`config.mk`:
```
export PLATFORM = sky130hd
export DESIGN_NAME = fetch_stage
export DESIGN_NICKNAME = d
export VERILOG_FILES = /design/src/rtl/fetch_stage.sv
export SDC_FILE = /design/constraint.sdc
export NUM_CORES = 1
export LEC_CHECK = 0
export ABC_AREA = 1
export CAP_MARGIN = 20
export CORE_MARGIN = 8
export CORE_UTILIZATION = 45
export CTS_BUF_LIST = sky130_fd_sc_hd__clkbuf_8
export DETAILED_ROUTE_END_ITERATION = 12
export GPL_TIMING_DRIVEN = 1
export PLACE_DENSITY = 0.8
export RECOVER_POWER = 25
export SETUP_SLACK_MARGIN = 0.2
export SLEW_MARGIN = 10
export SYNTH_ARGS = -nofsm -noshare
export SYNTH_HDL_FRONTEND = slang
export SYNTH_SLANG_ARGS = --single-unit
export TNS_END_PERCENT = 10
```
`constraint.sdc`:
```
create_clock -name clk -period 13.9 [get_ports clk]
set_input_delay 2.78 -clock clk [delete_from_list [all_inputs] [get_ports clk]]
set_output_delay 2.78 -clock clk [all_outputs]
set_load 0.01 [all_outputs]
```
`src/rtl/fetch_stage.sv`:
```
// Fetch stage of the 3-stage RV32I pipeline: owns the PC, keeps one request in
// flight to a variable-latency instruction memory and fills the IF/ID register.
module fetch_stage #(
  parameter logic [31:0] RESET_PC = 32'h0000_0000
) (
  input  logic        clk,
  input  logic        rst,
  output logic        imem_req,
  output logic [31:0] imem_addr,
  input  logic        imem_valid,
  input  logic [31:0] imem_rdata,
  input  logic        stall_i,
  input  logic        redirect_i,
  input  logic [31:0] redirect_pc_i,
  output logic [31:0] if_instr_o,
  output logic [31:0] if_pc_o,
  output logic        if_valid_o
);

  localparam logic [31:0] NOP          = 32'h0000_0013;
  localparam logic [31:0] RESET_PC_ALN = {RESET_PC[31:2], 2'b00};

  localparam logic [1:0] S_REQ   = 2'd0;
  localparam logic [1:0] S_WAIT  = 2'd1;
  localparam logic [1:0] S_HOLD  = 2'd2;
  localparam logic [1:0] S_DRAIN = 2'd3;

  logic [1:0]  state_p0, state_nxt;
  logic [31:0] pc_p0, pc_nxt;
  logic        hold_vld_p0, hold_vld_nxt;
  logic [31:0] hold_instr_p0, hold_pc_p0;
  logic        hold_load;
  logic        deliver;
  logic [31:0] deliver_instr, deliver_pc;
  logic [31:0] redirect_tgt;
  logic [31:0] pc_inc;

  logic [31:0] if_instr_p1, if_pc_p1;
  logic        vld_p1;

  assign redirect_tgt = {redirect_pc_i[31:2], 2'b00};
  assign pc_inc       = pc_p0 + 32'd4;
  assign imem_req     = (state_p0 == S_REQ);
  assign imem_addr    = pc_p0;

  always_comb begin
    state_nxt     = state_p0;
    pc_nxt        = pc_p0;
    hold_vld_nxt  = hold_vld_p0;
    hold_load     = 1'b0;
    deliver       = 1'b0;
    deliver_instr = imem_rdata;
    deliver_pc    = pc_p0;
    case (state_p0)
      S_REQ: begin
        // A redirect here cannot cancel the request already issued, so drain it.
        if (redirect_i) begin
          pc_nxt    = redirect_tgt;
          state_nxt = S_DRAIN;
        end else begin
          state_nxt = S_WAIT;
        end
      end
      S_WAIT: begin
        if (redirect_i) begin
          pc_nxt    = redirect_tgt;
          state_nxt = imem_valid ? S_REQ : S_DRAIN;
        end else if (imem_valid) begin
          if (stall_i) begin
            hold_load    = 1'b1;
            hold_vld_nxt = 1'b1;
            state_nxt    = S_HOLD;
          end else begin
            deliver   = 1'b1;
            pc_nxt    = pc_inc;
            state_nxt = S_REQ;
          end
        end
      end
      S_HOLD: begin
        if (redirect_i) begin
          hold_vld_nxt = 1'b0;
          pc_nxt       = redirect_tgt;
          state_nxt    = S_REQ;
        end else if (!stall_i) begin
          deliver       = 1'b1;
          deliver_instr = hold_instr_p0;
          deliver_pc    = hold_pc_p0;
          hold_vld_nxt  = 1'b0;
          pc_nxt        = pc_inc;
          state_nxt     = S_REQ;
        end
      end
      S_DRAIN: begin
        if (redirect_i) pc_nxt = redirect_tgt;
        if (imem_valid) state_nxt = S_REQ;
      end
      default: state_nxt = S_REQ;
    endcase
  end

  // Stage p0: fetch control, PC and hold buffer
  always_ff @(posedge clk) begin
    if (rst) begin
      state_p0    <= S_REQ;
      pc_p0       <= RESET_PC_ALN;
      hold_vld_p0 <= 1'b0;
    end else begin
      state_p0    <= state_nxt;
      pc_p0       <= pc_nxt;
      hold_vld_p0 <= hold_vld_nxt;
    end
  end

  always_ff @(posedge clk) begin
    if (hold_load) begin
      hold_instr_p0 <= imem_rdata;
      hold_pc_p0    <= pc_p0;
    end
  end

  // Stage p1: IF/ID register; redirect flushes even under stall
  always_ff @(posedge clk) begin
    if (rst) begin
      if_instr_p1 <= NOP;
      if_pc_p1    <= 32'd0;
      vld_p1      <= 1'b0;
    end else if (redirect_i) begin
      if_instr_p1 <= NOP;
      if_pc_p1    <= 32'd0;
      vld_p1      <= 1'b0;
    end else if (!stall_i) begin
      if (deliver) begin
        if_instr_p1 <= deliver_instr;
        if_pc_p1    <= deliver_pc;
        vld_p1      <= 1'b1;
      end else begin
        if_instr_p1 <= NOP;
        vld_p1      <= 1'b0;
      end
    end
  end

  assign if_instr_o = if_instr_p1;
  assign if_pc_o    = if_pc_p1;
  assign if_valid_o = vld_p1;

endmodule

```
==> results of run 1 <==
==> per-layer routing <==
metal | GRT usage, % | vias to the layer above
li1 | - | 3291
met1 | 23.6 | 2919
met2 | 31.1 | 243
met3 | 4.36 | 30
met4 | 8.67 | 0
met5 | 0 | -
==> synthesized netlist by cell type, types with 3 or more instances <==
cell type	n	area, sq um
o21ai_1	10	50.1
nor2_4	4	45.0
a21oi_1	58	290
nand3_1	38	190
a31oi_1	32	200
nand4_1	4	25.0
clkbuf_1	20	75.1
o21ai_0	47	235
nand2_2	4	25.0
dfxtp_1	95	1900
nor3_1	3	15.0
nor2_2	13	81.3
edfxtp_1	62	1860
inv_2	5	18.8
nand2_1	356	1340
buf_6	3	33.8
buf_4	16	120
buf_2	14	70.1
ha_1	5	62.6
inv_1	35	131
nor2_1	72	270
==> where the power goes <==
part           internal (mW)  switching (mW)
logic                  0.103           0.155
registers              0.508          0.0398
clock network          0.186           0.179
total                  0.797           0.374
==> worst max-delay path by stage <==
stage	start	endpoint	slack (ns)
floorplan	stall_i	hold_instr_p0[0]$_DFFE_PP_	6.15
global placement	stall_i	imem_addr[8]$_SDFFE_PP0P_	8.67
detailed placement	stall_i	imem_addr[8]$_SDFFE_PP0P_	8.63
CTS	stall_i	imem_addr[8]$_SDFFE_PP0P_	9.12
global route	stall_i	imem_addr[8]$_SDFFE_PP0P_	7.86
finish	stall_i	imem_addr[8]$_SDFFE_PP0P_	8.18
==> logic make-up after synthesis <==
kind of cell             Yosys count  share of synthesized area (%)
AO/OA/AOI/OAI                    159                           12.1
XOR/XNOR                           1                          0.122
adder cells (fa/ha/maj)            5                          0.869
buffers and inverters             95                           6.35
flip-flops                       157                           52.3
other                              1                         0.0521
AND/OR/NAND/NOR                  499                           28.2
==> area by class of cell <==
cell class | instances | area [sq um] | area share (%)
clock buffer | 18 | 248 | 2.67
multi-input combinational | 668 | 2990 | 32.2
tap | 216 | 270 | 2.91
timing repair buffer | 170 | 1670 | 18.0
clock inverter | 14 | 180 | 1.94
antenna | 1 | 2.50 | 0.0269
sequential | 157 | 3760 | 40.5
inverter | 42 | 158 | 1.70
==> state kept, by name, summed over array words and instances, names as in the netlist <==
name and count:
hold_instr_p0 32, if_instr_o 32, hold_pc_p0 30, if_pc_o 30, imem_addr 30, state_p0 2
if_valid_o 1
==> tightest hold or removal path, delay by kind of cell, from the launching register on <==
| family | cells | cell delay [ns] |
|---|---|---|
| compound gates | 1 | 0.05 |
| simple gates | 1 | 0.05 |
| flops | 1 | 0.32 |
==> stage by stage <==
| step | cell area [sq um] | power, mW | worst slack [ns] | instances |
|---|---|---|---|---|
| detailed placement | 8870 | 0.818 | 8.63 | 1253 |
| floorplan | 7210 | 0.716 | 6.15 | 920 |
| global route | 9290 | 1.23 | 7.86 | 1285 |
| CTS | 9290 | 1.18 | 9.12 | 1285 |
| global placement | 8870 | 0.813 | 8.67 | 1253 |
| finish | 9290 | 1.17 | 8.18 | 1286 |
==> flow_metrics.tcl, run 1 <==
set metrics [dict create \
    holdWs_ns 0.464 \
    syn_to_final_growth_pct 29.1 \
    gp_congestion 0.910 \
    clock_sinks 157 \
    hold_path_end "if_instr_o[31]$_SDFFE_PP0N_" \
    synth_ff_type "dfxtp_1" \
    cts_tree "yes" \
    post-route-period-util_pct 41.1 \
    core_sq_um 15800 \
    hold_viol 0 \
    dp_hpwl_um 13500 \
    critPathRequiredTime_ns 14.21 \
    io_pins 167 \
    final_cell_mix "nand2_1, clkdlybuf4s50_1, dfxtp_1" \
    chipHeight_um 142 \
    r2r_start "state_p0[1]$_SDFFE_PP0P_" \
    wire_per_inst_um 15.2 \
    wl_met1_um 8650 \
    end_kind "flip-flop" \
    ctsResizeCount 0 \
    first_pass_iters 5 \
    crit_top_cell "nand2_1" \
    r2r_slack_ns 11.06 \
    grt_pass1_vias 6166 \
    rows 46 \
    slowest_delay_ns 1.05 \
    rsz0062_at_grt "no" \
    synth_edf_count 62 \
    drt-initial-drc-count 332 \
    route.met3.wl_um 1390 \
    min_from "if_instr_o[31]$_SDFFE_PP0N_" \
    seq_area_frac_synth_pct 52.3 \
    initial_core_util_pct 45.6 \
    drc 0 \
    worst_clock_skew_ns 0.0114 \
    layout.nets 1130 \
    hold_path_class "reg2reg" \
    clkTransAtPathRegs_ns 0.08 \
    finalMaxSlewViolations 0 \
    path_depth 10 \
    critPathBufInv 5 \
    port_buffers 160 \
    finalSetupViolCount 0 \
    clk_path_buf_depth 2 \
    r2r-end "if_pc_o[30]$_SDFFE_PP0P_" \
    fill_cells 1406 \
    ys_seq_elements 157 \
    maxCapViolCount 0 \
    worstPathArrival_ns 6.03 \
    cp_slowest_cell "clkbuf_1" \
    dieArea_sq_um 20300 \
    top_layer_used "met4" \
    finalSetupTns_ns 0 \
    holdPathStages 2 \
    layout_min_cycle_time_ns 5.72 \
    viasPerCell 5.04 \
    max_freq_mhz 175 \
    cts_root_buf "clkbuf_8" \
    grt_usage_pct 19.1 \
    grt_remaining_overflow 0 \
    crit_path_start_kind "input port" \
    cp_max_fo 38 \
    powerDensity_nw_per_um2 126 \
    antenna_found_initial 0 \
    syn_area_per_cell_sq_um 7.85 \
    worst_pin_slew_ns 1.44 \
    utilization_pct 58.9 \
    cts-buffers-inserted 17 \
    grt_max_degree 64 \
    ant_nets 0 \
    final_common_cell "nand2_1" \
    critPathKind "in2reg" \
    syn-cell-area_sq_um 7200 \
    vias 6483 \
    status "finished, final reports clean" \
    grt_pass1_wl_um 30600 \
    met2_length_um 9020 \
    post_cts_buffers 0 \
    synth.distinct_cells 36 \
    cts_hold_buf 0 \
    routed_wl_um 19500 \
    cp_cell_sequence "dlygate4sd3_1 > clkbuf_1 > inv_2 > a31oi_2 > buf_4 > inv_1 > o21ai_0 > nand2_1 > nand2_1 > a21oi_1" \
    yosysWarnings 0 \
    synthArstFlopShare_pct 0 \
    drive_gt1_share_pct 7.02 \
    postSynthCellCount 917 \
    critical_path.top_delay_family "buffers and inverters" \
    reg2reg_depth 9 \
    dieWidth_um 142 \
    p_leak_nw 3.29 \
    slew_headroom_pct 3.83 \
    h-tree-depth 4 \
    ir_drop_mv 0.0629 \
    clock_latency_ns 0.46 \
]
Note: power is estimated with default switching activity, not from simulation.
==> run 2: changes to the inputs <==
Settings changed: PLACE_DENSITY 0.8 to 0.83.
Clock period 13.9 ns to 5.1 ns, I/O delays scaled along.
==> flow_metrics.tcl, run 2 (synthesis results as in run 1) <==
set metrics [dict create \
    endpoint "imem_addr[2]$_SDFFE_PP0P_" \
    final_common_cell "nand2_1" \
    rows 46 \
    cts-buffers-inserted 17 \
    finalPower_mw 3.09 \
    p_leak_nw 3.29 \
    dp_hpwl_um 13900 \
    holdWs_ns 0.463 \
    dp.cells 1253 \
    grt_remaining_overflow 0 \
    hold_viol 0 \
    status "finished, final reports clean" \
    finalSetupTns_ns 0 \
    dieArea_sq_um 20300 \
    place_area_sq_um 8880 \
    slowest_delay_ns 0.53 \
    rsz0062_at_grt "no" \
    dieWidth_um 142 \
    initial_core_util_pct 45.6 \
    ant_nets 0 \
    end_kind "flip-flop" \
    worst_clock_skew_ns 0.0113 \
    cts_hold_buf 0 \
    syn_to_final_growth_pct 28.6 \
    routed_wl_um 20200 \
    crit_path_start_kind "input port" \
    cts_tree "yes" \
    crit_path_start "imem_valid" \
    min_from "if_instr_o[12]$_SDFFE_PP0N_" \
    final_cell_mix "nand2_1, clkdlybuf4s50_1, dfxtp_1" \
    chipHeight_um 142 \
    worstPathArrival_ns 3.15 \
    grt_pass1_vias 6367 \
    critPathRequiredTime_ns 5.40 \
    grt_max_degree 67 \
    antenna_found_initial 0 \
    cp_cell_sequence "clkdlybuf4s50_1 > inv_1 > nand2_1 > a31oi_2 > inv_1 > o21ai_0 > a31oi_1" \
    fin_area_sq_um 9250 \
    io_pins 167 \
    clock_latency_ns 0.45 \
    post_cts_buffers 0 \
    max_freq_mhz 351 \
    crit_top_cell "inv_1" \
    r2r_slack_ns 2.71 \
    r2r_start "state_p0[0]$_SDFFE_PP0P_" \
    clkTransAtPathRegs_ns 0.08 \
    grt_usage_pct 20.0 \
    drc 0 \
    wire_per_inst_um 15.7 \
    critPathKind "in2reg" \
    worst_pin_slew_ns 0.973 \
    clock_sinks 157 \
    drt-initial-drc-count 514 \
    first_pass_iters 5 \
    viasPerCell 5.17 \
    vias 6649 \
    drive_gt1_share_pct 6.93 \
    clk_path_buf_depth 2 \
    h-tree-depth 4 \
    grt_pass1_wl_um 32300 \
    layout.nets 1130 \
    cts_root_buf "clkbuf_8" \
    cp_max_fo 23 \
    ir_drop_mv 0.169 \
    reg2reg_depth 6 \
    powerDensity_nw_per_um2 334 \
    holdPathStages 2 \
    post-route-period-util_pct 55.9 \
    cp_slowest_cell "inv_1" \
    finalMaxSlewViolations 0 \
    core_sq_um 15800 \
    slew_headroom_pct 35.1 \
    layout_min_cycle_time_ns 2.85 \
    ctsResizeCount 0 \
    finalSetupViolCount 0 \
    fin_cells 1286 \
    gp_congestion 0.909 \
    r2r-end "imem_addr[2]$_SDFFE_PP0P_" \
    hold_path_class "reg2reg" \
    maxCapViolCount 0 \
    port_buffers 160 \
]
run 2: changes by cell type in the layout (fill, tap and decap cells not counted), moves of 2 or more:
| cell | delta |
|---|---|
| inv_6 | -5 |
| clkdlybuf4s50_1 | -3 |
| dlygate4sd3_1 | +3 |
| inv_1 | +2 |
| clkinv_2 | +3 |
run 2: metrics by stage:
step           setup slack [ns]  util, %
6_report                   2.25     58.7
5_1_grt                    2.10     58.6
4_1_cts                    2.32     58.6
3_5_place_dp               1.84     56.3
3_3_place_gp               1.85     56.3
2_1_floorplan              1.02        -
run 2: metal layers:
| metal | global-route usage [%] | vias to the layer above | share of wire, % |
|---|---|---|---|
| met5 | 0 | - | 0 |
| met4 | 7.44 | 0 | 1.4 |
| met3 | 5.54 | 25 | 8.3 |
| met2 | 31.9 | 284 | 47 |
| met1 | 25.4 | 3047 | 44 |
| li1 | - | 3293 | - |
run 2: critical path, delay by kind of cell:
family                 cells  cell delay [ns]
AND/OR/NAND/NOR            1             0.11
buffers and inverters      3             1.16
AO/OA/AOI/OAI              3             0.84
run 2: area by class of cell:
cell class | instances | area, sq um
Fill cell | 1443 | 6520
Clock buffer | 17 | 234
Timing Repair Buffer | 170 | 1690
Tap cell | 216 | 270
Multi-Input combinational cell | 668 | 3000
Clock inverter | 14 | 130
Antenna cell | 2 | 5.00
Sequential cell | 157 | 3760
Inverter | 42 | 158
run 2: worst min path at each step:
stage                                   to  slack, ns
2_1_floorplan  if_instr_o[31]$_SDFFE_PP0N_       0.48
3_3_place_gp   if_instr_o[31]$_SDFFE_PP0N_       0.44
3_5_place_dp   if_instr_o[31]$_SDFFE_PP0N_       0.45
4_1_cts        if_instr_o[31]$_SDFFE_PP0N_       0.46
5_1_grt        if_instr_o[30]$_SDFFE_PP0N_       0.48
6_report       if_instr_o[12]$_SDFFE_PP0N_       0.46
run 2: power by group:
part	switching, mW	leakage, nW	internal, mW	total, mW
Combinational	0.431	1.75	0.282	0.712
Clock	0.456	0.196	0.425	0.880
Sequential	0.112	1.34	1.39	1.50
Total	0.999	3.29	2.09	3.09
==> RTL change (flow settings as in run 2) <==
Make the reset (`rst`) asynchronous in 2 clocked blocks.
--- a/src/rtl/fetch_stage.sv
+++ b/src/rtl/fetch_stage.sv
@@ -100,7 +100,7 @@
   end
 
   // Stage p0: fetch control, PC and hold buffer
-  always_ff @(posedge clk) begin
+  always_ff @(posedge clk or posedge rst) begin
     if (rst) begin
       state_p0    <= S_REQ;
       pc_p0       <= RESET_PC_ALN;
@@ -120,7 +120,7 @@
   end
 
   // Stage p1: IF/ID register; redirect flushes even under stall
-  always_ff @(posedge clk) begin
+  always_ff @(posedge clk or posedge rst) begin
     if (rst) begin
       if_instr_p1 <= NOP;
       if_pc_p1    <= 32'd0;
Function: differs if rst is asserted again (counterexample within 4 cycles, from zero or initial values and one cycle with rst high); with rst held inactive, the same outputs for 4 cycles.
==> RTL change against run 2 <==
Fmax down 13%. Synthesized area rose by 3.6%. Sequential cell count grew 1. Routed wire length is 1.8% lower. Via count shrank 5.3%. Setup slack got worse by 0.44 ns. Final area grew 3.7%. Global-route usage fell by 0.77 points. Worst hold slack gained 0.019 ns. Critical path type unchanged.
Power is not compared: it rests on default switching activity, and its combinational part moved more than twofold at a synthesized area within 25%.
==> RTL change: results (changes against run 2) <==
CTS Buffer Depth 2 (unchanged); worst hold path endpoint if_instr_o[10] (was if_instr_o[12]); synth cell count leaders nand2_1 (197), nor2_1 (133), dfrtp_1 (93), o21ai_0 (85), nand3_1 (68) (was nand2_1 (356), dfxtp_1 (95), nor2_1 (72), edfxtp_1 (62), a21oi_1 (58)); Avg Inst Size Synth 8.95 um2 (was 7.85 um2); M3 GR Usage 0.0449 (was 0.0554); EDFF count, synth 62 (unchanged); combinational gate power 1.82 mW; GR Util met1 0.247 (was 0.254); top cells by area, synth dfrtp_1 (31%), edfxtp_1 (25%), nand2_1 (9.9%) (was dfxtp_1 (26%), edfxtp_1 (26%), nand2_1 (19%)); drt pass-1 iters 5 (unchanged); Final #Nets 1,054 (was 1,130); WP data arrival 3.65 ns (was 3.15 ns); mux cell area share after synthesis 0.00134 (was 0); routed via count 6,294 (was 6,649); Hold Crit Depth 2 (unchanged); CTS resizes 0 (unchanged); final std cells w/o fill 1,215 (was 1,286); largest net degree at the start of global routing 92 (was 67); first-pass GRT wire length 31,200 um (was 32,300 um); status finished, final reports clean (unchanged); 1st-iter DRT viols 482 (was 514); share of post-route cells with drive strength above 1 0.0765 (was 0.0693); vias in the first global route 6,059 (was 6,367); slowest stage delay, CP 0.68 ns (was 0.53 ns); worst reg2reg path startpoint state_p0[0] (unchanged); Synth Area in XOR/XNOR 0.00235 (was 0.00122); Synth Area in Adders 0.00839 (was 0.00869); sequential-to-total area share from yosys stat 0.573 (was 0.523); clock power share 0.191; Switching Share 0.400; initial antenna violation count 0 (unchanged); Synth async-reset ratio 0.608 (was 0); worst-margin pin slew 0.891 ns (was 0.973 ns); Avg WL per Cell 16.3 um (was 15.7 um); reg-to-reg setup timing slack 2.51 ns (was 2.71 ns); post-CTS setup buffer count 0 (unchanged); worst reg2reg endpoint if_instr_o[22] (was imem_addr[2]); crit path max fanout 51 (was 23); maximum vdd drop 285 uV; number of port buffers 162 (was 160); CP startpoint redirect_i (was imem_valid); DPL Wire Length 13,900 um (about the same); Clock Latency Late Sink 0.45 ns (about the same); Setup Skew 0.0109 ns (was 0.0113 ns); GR Layer Usage met2 0.317 (was 0.319); number of warnings issued by yosys 0 (unchanged); H-tree lvl count 4 (unchanged); Distinct cells, synth 39 (was 36); worst r2r path cells 6 (unchanged); slowest CP cell inv_2 (was inv_1); Overall Global Routing Usage 0.193 (was 0.200); hold wc startpoint if_instr_o[10] (was if_instr_o[12]); end point of the critical path imem_addr[16] (was imem_addr[2]); Synth Area in Compound Gates 0.105 (was 0.121); global placement routability congestion 0.862 (was 0.909)
==> RTL change: stage by stage <==
step / setup WS (ns) / hold WS [ns] / area (um2) / util / power (mW)
after floorplan: 0.907 / 0.517 / 7460 / - / 2.94
after global placement: 1.39 / 0.463 / 9180 / 0.559 / 3.66
after detailed placement: 1.40 / 0.469 / 9180 / 0.559 / 3.71
after CTS: 1.88 / 0.489 / 9550 / 0.582 / 4.60
after global routing: 1.68 / 0.507 / 9590 / 0.584 / 4.89
final: 1.81 / 0.482 / 9590 / 0.585 / 4.58
==> RTL change: per-layer routing <==
layer	wire length [um]	vias up	part of all wire
li1	-	3064	-
met1	8760	2978	0.44
met2	9410	227	0.48
met3	1340	25	0.068
met4	288	0	0.015
met5	0	-	0
==> RTL change: final cells by class <==
type	instances	area [um2]
sequential	158	4270
timing repair buffer	169	1700
inverter	60	229
multi-input combinational	574	2750
fill	1408	6810
antenna	2	5.00
clock inverter	12	95.1
tap	220	275
clock buffer	20	275
